File: src/rtl/xor_accum_pkg.sv
// Shared types and helpers for the xor_accum frame-parity block.
package xor_accum_pkg;

    typedef enum logic {
        ACCUM = 1'b0,
        DONE  = 1'b1
    } state_e;

    // Bits needed to hold a beat count in the range 0..len inclusive.
    function automatic int cnt_w(input int len);
        return $clog2(len + 1);
    endfunction

endpackage

File: src/rtl/xor_accum_beat_ctr.sv
// Clear/increment beat counter that saturates at frame_len_p, with a flag
// raised when the next increment would complete the frame.
module xor_accum_beat_ctr
    import xor_accum_pkg::*;
#(
    parameter int frame_len_p = 4
) (
    input  logic                            clk_i,
    input  logic                            reset_n_i,
    input  logic                            clr_i,
    input  logic                            inc_i,
    output logic [cnt_w(frame_len_p)-1:0]   cnt_o,
    output logic                            tc_o
);

    localparam int CW = cnt_w(frame_len_p);
    localparam logic [CW-1:0] MAX_LP  = CW'(frame_len_p);
    localparam logic [CW-1:0] LAST_LP = CW'(frame_len_p - 1);

    logic [CW-1:0] cnt_q;
    logic [CW-1:0] cnt_d;

    always_comb begin
        cnt_d = cnt_q;
        if (clr_i) begin
            cnt_d = '0;
        end else if (inc_i && (cnt_q != MAX_LP)) begin
            cnt_d = cnt_q + 1'b1;
        end
    end

    always_ff @(posedge clk_i or negedge reset_n_i) begin
        if (!reset_n_i) begin
            cnt_q <= '0;
        end else begin
            cnt_q <= cnt_d;
        end
    end

    assign cnt_o = cnt_q;
    assign tc_o  = (cnt_q == LAST_LP);

endmodule

File: src/rtl/xor_accum.sv
// Streaming XOR reduction: folds frame_len_p input words into one result word.
// Define XOR_ACCUM_LAST_EN to add last_i for early frame termination.
module xor_accum
    import xor_accum_pkg::*;
#(
    parameter int width_p     = 8,
    parameter int frame_len_p = 4
) (
    input  logic                            clk_i,
    input  logic                            reset_n_i,
    input  logic                            valid_i,
    output logic                            ready_o,
    input  logic [width_p-1:0]              data_i,
`ifdef XOR_ACCUM_LAST_EN
    input  logic                            last_i,
`endif
    output logic                            valid_o,
    input  logic                            ready_i,
    output logic [width_p-1:0]              data_o,
    output logic [cnt_w(frame_len_p)-1:0]   count_o
);

    state_e               state_q, state_d;
    logic [width_p-1:0]   acc_q, acc_d;
    logic                 cnt_clr;
    logic                 cnt_inc;
    logic                 cnt_tc;
    logic                 frame_end;

`ifdef XOR_ACCUM_LAST_EN
    assign frame_end = cnt_tc | last_i;
`else
    assign frame_end = cnt_tc;
`endif

    xor_accum_beat_ctr #(
        .frame_len_p (frame_len_p)
    ) u_beat_ctr (
        .clk_i     (clk_i),
        .reset_n_i (reset_n_i),
        .clr_i     (cnt_clr),
        .inc_i     (cnt_inc),
        .cnt_o     (count_o),
        .tc_o      (cnt_tc)
    );

    always_comb begin
        state_d = state_q;
        acc_d   = acc_q;
        cnt_clr = 1'b0;
        cnt_inc = 1'b0;
        ready_o = 1'b0;
        valid_o = 1'b0;
        case (state_q)
            ACCUM: begin
                ready_o = 1'b1;
                // acc only moves on accepted beats, so bubble data never leaks in
                if (valid_i) begin
                    acc_d   = acc_q ^ data_i;
                    cnt_inc = 1'b1;
                    if (frame_end) begin
                        state_d = DONE;
                    end
                end
            end
            DONE: begin
                valid_o = 1'b1;
                if (ready_i) begin
                    acc_d   = '0;
                    cnt_clr = 1'b1;
                    state_d = ACCUM;
                end
            end
            default: begin
                state_d = ACCUM;
            end
        endcase
    end

    always_ff @(posedge clk_i or negedge reset_n_i) begin
        if (!reset_n_i) begin
            state_q <= ACCUM;
            acc_q   <= '0;
        end else begin
            state_q <= state_d;
            acc_q   <= acc_d;
        end
    end

    // Partial sums stay hidden until the frame is complete.
    assign data_o = (state_q == DONE) ? acc_q : '0;

endmodule

File: config.mk
export PLATFORM = sky130hd
export DESIGN_NAME = xor_accum
export DESIGN_NICKNAME = d
export VERILOG_FILES = /design/src/rtl/xor_accum_pkg.sv /design/src/rtl/xor_accum_beat_ctr.sv /design/src/rtl/xor_accum.sv
export SDC_FILE = /design/constraint.sdc
export NUM_CORES = 1
export LEC_CHECK = 0
export ABC_AREA = 1
export CORE_AREA = 4 4 44 46
export CTS_BUF_LIST = sky130_fd_sc_hd__clkbuf_4 sky130_fd_sc_hd__clkbuf_8
export CTS_CLUSTER_SIZE = 25
export DETAILED_ROUTE_END_ITERATION = 8
export DIE_AREA = 0 0 48 50
export PLACE_DENSITY_LB_ADDON = 0.25
export SLEW_MARGIN = 5
export SYNTH_ARGS = -nofsm -noshare
export SYNTH_HDL_FRONTEND = slang
export SYNTH_SLANG_ARGS = --single-unit
File: constraint.sdc
create_clock -name clk_i -period 1.75 [get_ports clk_i]
set_clock_uncertainty 0.05 [all_clocks]
set_input_delay 0.35 -clock clk_i [delete_from_list [all_inputs] [get_ports clk_i]]
set_output_delay 0.35 -clock clk_i [all_outputs]
set_load 0.02 [all_outputs]
==> impl_results.md <==
- Run status: finished clean
- Nets: 142
- Vias in the first global route: 610
- RD Place Congestion: 0.723
- Core area: approximately 1500 µm²
- Final setup TNS: 0 ns
- EDFF count, synth: 0
- Drt first pass iters: 2
- Clock sink count: 12
- Initial antenna violation count: 0
- Cell family with most CP delay: buffers and inverters
- Maximum fanout along the worst path: 4
- Critical-path top delay cell: clkdlybuf4s50_1
- Post-synthesis register bit count: 12
- Synth Warn #: 0
- Clk slew on worst S/H paths: 0.08 ns
- Leak: 0.649 nW
- Vias per cell: around 4.8
- RSZ-0062 raised after global routing: false
- WL final: around 1500 µm
- Fin crit share: 0.965
- Metal2 WL: 766 µm
- Share of the synthesized area in the top cell type: 0.420
- Total CTS buffers: 3
- Fmax: 0.592 GHz
- Clock buffer depth: 2
- Via count: 681
- Register area share after synthesis: 0.420
- Root Driver: clkbuf_4
- Final Max Tran Viols: 0
- DRC viols: 0
- WP data arrival: 1.29 ns
- Post-synth top cells: 35 x nand2_1, 17 x inv_1, 12 x dfrtp_1, 6 x nand3_1, 6 x xor2_1
- Met3 wire len: 96 µm
- Pwr dens: about 1500 nW/µm²
- Most frequent cell after synthesis: nand2_1
- Hold Fails Final Rpt: 0
- N_diodes: 0
- P&R area growth vs syn: 44.9%
- Peak VDD IR: between 0.7 and 0.8 mV
- Crit end category: output port
- Detailed placement HPWL: approximately 1200 µm
- # rows: 14
- Total Routing Usage GR: 0.147
- Share of layout cells above drive strength 1: 0.119
- Worst-Margin Slew: 0.568 ns
- Hold Slack: 0.387 ns
- Final setup violation count: 0
- Met1 Wirelength: roughly 660 µm
- Number of I/O pins: 25
- Total gr overflow: 0
- Synthesized area: 716 µm²
- Largest net degree at the start of global routing: 13
- Worst EP required: 1.35 ns
- Minimum clock period: between 1.5 and 2 ns
- Cells after Synth: 93
- DR iter-0 viols: 8
- Starting density of the core: 0.475
- Worst-Skew Late Latency: 0.27 ns
- First-pass GRT wire length: roughly 2600 µm
- Input/output buffers: 24
- Die H: 50 µm
- Syn_area_per_cell: about 7.7 µm²
- Finished Core Util: 0.689
- Cell taking the most area after synthesis: dfrtp_1
- Chip width: 48 µm
- CTS tree: yes
- Filler instances: 134
- Crit path kind: flop to output port
- H-tree level count: 1
- Uppermost layer routed: met4
- Top post-synthesis cells by area: dfrtp_1 42%, nand2_1 18%, inv_1 8.9%
- Crit-path max cell delay: 0.62 ns
- Detail Route Antenna Nets: 0
- Worst path bufs/invs: 1
- Slew HR: 0.620
- Startpoint types: flop
- Max-cap violations: 0
- Chain of cells forming the critical path: clkdlybuf4s50_1
- Async set-reset flop share out of synthesis: 1.00
- Post-Syn Nets: around 110
- PnR Total Power: 1.61 mW
- Avg WL per Cell: 10.8 µm
- Die footprint: around 2400 µm²
- Hold Crit Class: primary input to async pin
- Post-synth top flop: dfrtp_1
- Synth cell types: 14
## cell families after synthesis
kind of cell / synth area share
AOI/OAI and AO/OA: 0.00699
xor gates and xnor gates: 0.0734
adders and majority gates: 0.0525
buffers and inverters: 0.115
DFF: 0.420
and+or+nand+nor: 0.332
## cell type report
cell class / instances / area, µm² / share of cell area
Sequential cell: 12 / 300 / 0.290
Multi-Input combinational cell: 61 / 333 / 0.321
Timing Repair Buffer: 30 / 277 / 0.267
Tap cell: 16 / 20.0 / 0.0193
Inverter: 19 / 71.3 / 0.0688
Clock buffer: 4 / 36.3 / 0.0350
## registers in the layout, summed over array words and instances (netlist names)
| register | count |
|---|---|
| acc_q | 8 |
| state_q | 1 |
| u_beat_ctr.cnt_o | 3 |
## metrics by stage
step / instance area (µm²) / cells / setup slack, ns
floorplan: 716 / 93 / 0.494
detailed placement: 1000 / 137 / 0.111
global placement: 1000 / 137 / 0.132
CTS: 1030 / 141 / 0.0263
finish: 1040 / 142 / 0.0606
global route: 1040 / 142 / 0.00802
## per-layer routing
layer  vias up  GRT usage
li1        352          -
met1       309      0.197
met2        16      0.220
met3         4     0.0364
met4         0     0.0538
met5         -          0
## worst paths after layout
path                                startpoint          to  slack (ns)  cells after the start
setup reg to reg                       state_q    acc_q[7]        0.51                      6
min in group clk_i                    acc_q[5]    acc_q[5]        0.48                      2
setup / recovery           u_beat_ctr.cnt_o[1]  count_o[1]        0.06                      1
hold reg to reg                       acc_q[5]    acc_q[5]        0.48                      2
max in group asynchronous            reset_n_i    acc_q[7]        0.89                      1
hold / removal                       reset_n_i    acc_q[4]        0.39                      1
## repair_timing
item	in CTS	in global routing
gates resized for setup	10	2
setup endpoints to repair	10	3
hold buffers	0	0
cloned	0	0
buffers inserted	0	1
## report_power, final
part	total [mW]	switching, mW	internal, mW	leakage, nW
Clock	0.223	0.0962	0.126	0.0210
Combinational	0.866	0.487	0.379	0.478
Sequential	0.517	0.111	0.406	0.150
Total	1.61	0.694	0.912	0.649
## placed cells by master, fill, tap and decap left out
cell type and instances:
inv_1 17, inv_2 2, nand3_1 6, dfrtp_1 12, nand4_1 5, ha_1 3, nor2_4 1, clkdlybuf4s50_1 13
dlygate4sd2_1 9, clkdlybuf4s15_1 1, clkbuf_8 1, dlymetal6s2s_1 1, xor2_1 6, nor2_8 1, nand2_1 35, clkbuf_4 3
nor2_1 2, nand2_2 1, buf_4 6, a21oi_1 1
No activity file was read; power rests on OpenSTA's default activity.
==> RTL edit, RTL diff (same settings) <==
Reset style: synchronous (`reset_n_i`), changed in 2 clocked blocks.
--- a/src/rtl/xor_accum_beat_ctr.sv
+++ b/src/rtl/xor_accum_beat_ctr.sv
@@ -29,7 +29,7 @@
         end
     end
 
-    always_ff @(posedge clk_i or negedge reset_n_i) begin
+    always_ff @(posedge clk_i) begin
         if (!reset_n_i) begin
             cnt_q <= '0;
         end else begin
--- a/src/rtl/xor_accum.sv
+++ b/src/rtl/xor_accum.sv
@@ -77,7 +77,7 @@
         endcase
     end
 
-    always_ff @(posedge clk_i or negedge reset_n_i) begin
+    always_ff @(posedge clk_i) begin
         if (!reset_n_i) begin
             state_q <= ACCUM;
             acc_q   <= '0;
Check against the original RTL: differs if reset_n_i is asserted again (counterexample within 4 cycles, from zero or initial values and one cycle with reset_n_i low); with reset_n_i held inactive, the same outputs for 10 cycles.
==> RTL edit against the unedited design <==
  * Via count down 5.0%
  * Design area down 10%
  * Sequential cell count unchanged
  * Fmax up 0.36%
  * Wire length down 11%
  * Sequential share of layout area down 3.1 points
  * Synthesized area down 12%
  * Worst setup slack better by 0.0060 ns
  * Global-route usage down 1.6 points
  * Non-clock buffer count down 2
Power is not compared: it rests on default switching activity, and its combinational part moved more than twofold at a synthesized area within 25%.
==> RTL edit: results (changes against the unedited design) <==
stage;metric;value;unit;change
global_route;met3 Track Usage GR;0.0291;;-0.00727
finish;inverters;23;;+4
detailed_routing;TritonRoute pass-1 iters;4;;+2
yosys;Yosys cell types;11;;-3
sta;worst rel slew slack;0.831;;+0.211
sta;Setup Viol. Count Final;0;;unchanged
pwr;Comb power;0.121;mW;
detailed_routing;met2 WL;702;um;-8.4%
worst_setup_path;worst reg2reg setup slack;0.47;ns;-0.04 ns
global_route;number of global-route vias before repair;597;;-2.1%
yosys;async set or reset register ratio after synthesis;0;;-1.00
global_route;GR Util met2;0.222;;+0.00220
detailed_routing;post-DR vias/cell;4.31;;-10%
detailed_routing;Max Used Layer;met4;;
yosys;XOR/XNOR share of the synthesized area;0;;-0.0734
finish;Data buffer area share;0.277;;+0.0107
placed_design;Post-DP HPWL;1090;um;-10%
yosys;mux share of post-synthesis cell area;0;;unchanged
min_path;Worst Hold Depth;2;;
finish;multi-input logic portion of the cell area;0.311;;-0.00997
global_route;largest net degree at the start of global routing;10;;-3
yosys;Seq/Total Area, Yosys;0.381;;-0.0386
clock_tree;clock transition at the registers of the reported paths;0.08;ns;about the same
min_path;Worst Hold End;u_beat_ctr.cnt_o[1]$_SDFFE_PP0P_;;
finish;max reg flops;8;;unchanged
finish;share of cells above drive strength 1;0.0672;;-0.0519
worst_setup_path;reg-to-reg startpoint;state_q$_SDFF_PN0_;;
global_route;first-pass GRT wire length;2280;um;-11%
worst_setup_path;CP arrival;1.28;ns;
finish;Clock buffers and inverters, area share;0.0390;;+0.00405
placed_design;routability cong.;0.789;;+9.2%
min_path;HP Class;flop to flop;;
detailed_routing;WL met3;89;um;-7.3%
worst_setup_path;Setup crit start;u_beat_ctr.cnt_o[0]$_SDFFE_PP0P_;;
worst_setup_path;reg2reg end;u_beat_ctr.cnt_o[2]$_SDFFE_PP0P_;;
yosys;adder-cell share of the synthesized area;0.0595;;+0.00708
yosys;post-synth net total;119;;+10%
finish;bufs w/o clock;28;;-6.7%
worst_setup_path;worst setup path end;count_o[0];;
yosys;Synth Area per Inst;6.06;um2;-21%
finish;sequential cell area share;0.258;;-0.0311
yosys;Synth Area in Compound Gates;0.0317;;+0.0248
detailed_routing;Routed met1 length;565;um;-14%
yosys;synth top area cells;dfxtp_1, nand2_1, inv_1;;
pwr;Seq. pwr;0.305;mW;
pwr;Psw;0.167;mW;
detailed_routing;final wirelength;1370;um;-11%
outcome;status;finished clean;;
global_route;gr usage total;0.131;;-0.0157
clock_tree;htree depth;1;;unchanged
yosys;commonest cells in the netlist;nand2_1, inv_1, nor2_1;;
finish;filler cell count;150;;+12%
finish;Nets;150;;+5.6%
clock_tree;worst-case clock buffer depth;2;;unchanged
sta;Hold Slack;0.456;ns;+0.0697 ns
detailed_routing;Wirelength per Cell;9.13;um;-16%
global_route;Global Route met1 Usage;0.136;;-0.0613
detailed_routing;initial DRC count;7;;-1
finish;multi-input gates;67;;+9.8%
==> RTL edit: changes by cell type in the layout (fill, tap and decap cells not counted), sizes merged, moves of 2 or more <==
cell / change
a21oi: +2
buf: -2
dfrtp: -12
dfxtp: +12
inv: +3
nand3: -3
nand4: -5
nor2: +16
xor2: -6
==> RTL edit: kinds of logic after synthesis <==
group                    count (synthesis)
AND/OR/NAND/NOR                         60
buffers and inverters                   25
flip-flops                              12
AO/OA/AOI/OAI                            4
adder cells (fa/ha/maj)                  3
==> RTL edit: through the flow <==
| stage | setup slack, ns | total power, mW | instance area [um2] |
|---|---|---|---|
| 3_5_place_dp | 0.109 | 0.435 | 906 |
| 5_1_grt | 0.00754 | 0.685 | 930 |
| 6_report | 0.0665 | 0.646 | 930 |
| 2_1_floorplan | 0.490 | 0.378 | 631 |
| 3_3_place_gp | 0.106 | 0.430 | 906 |
| 4_1_cts | 0.0441 | 0.657 | 930 |
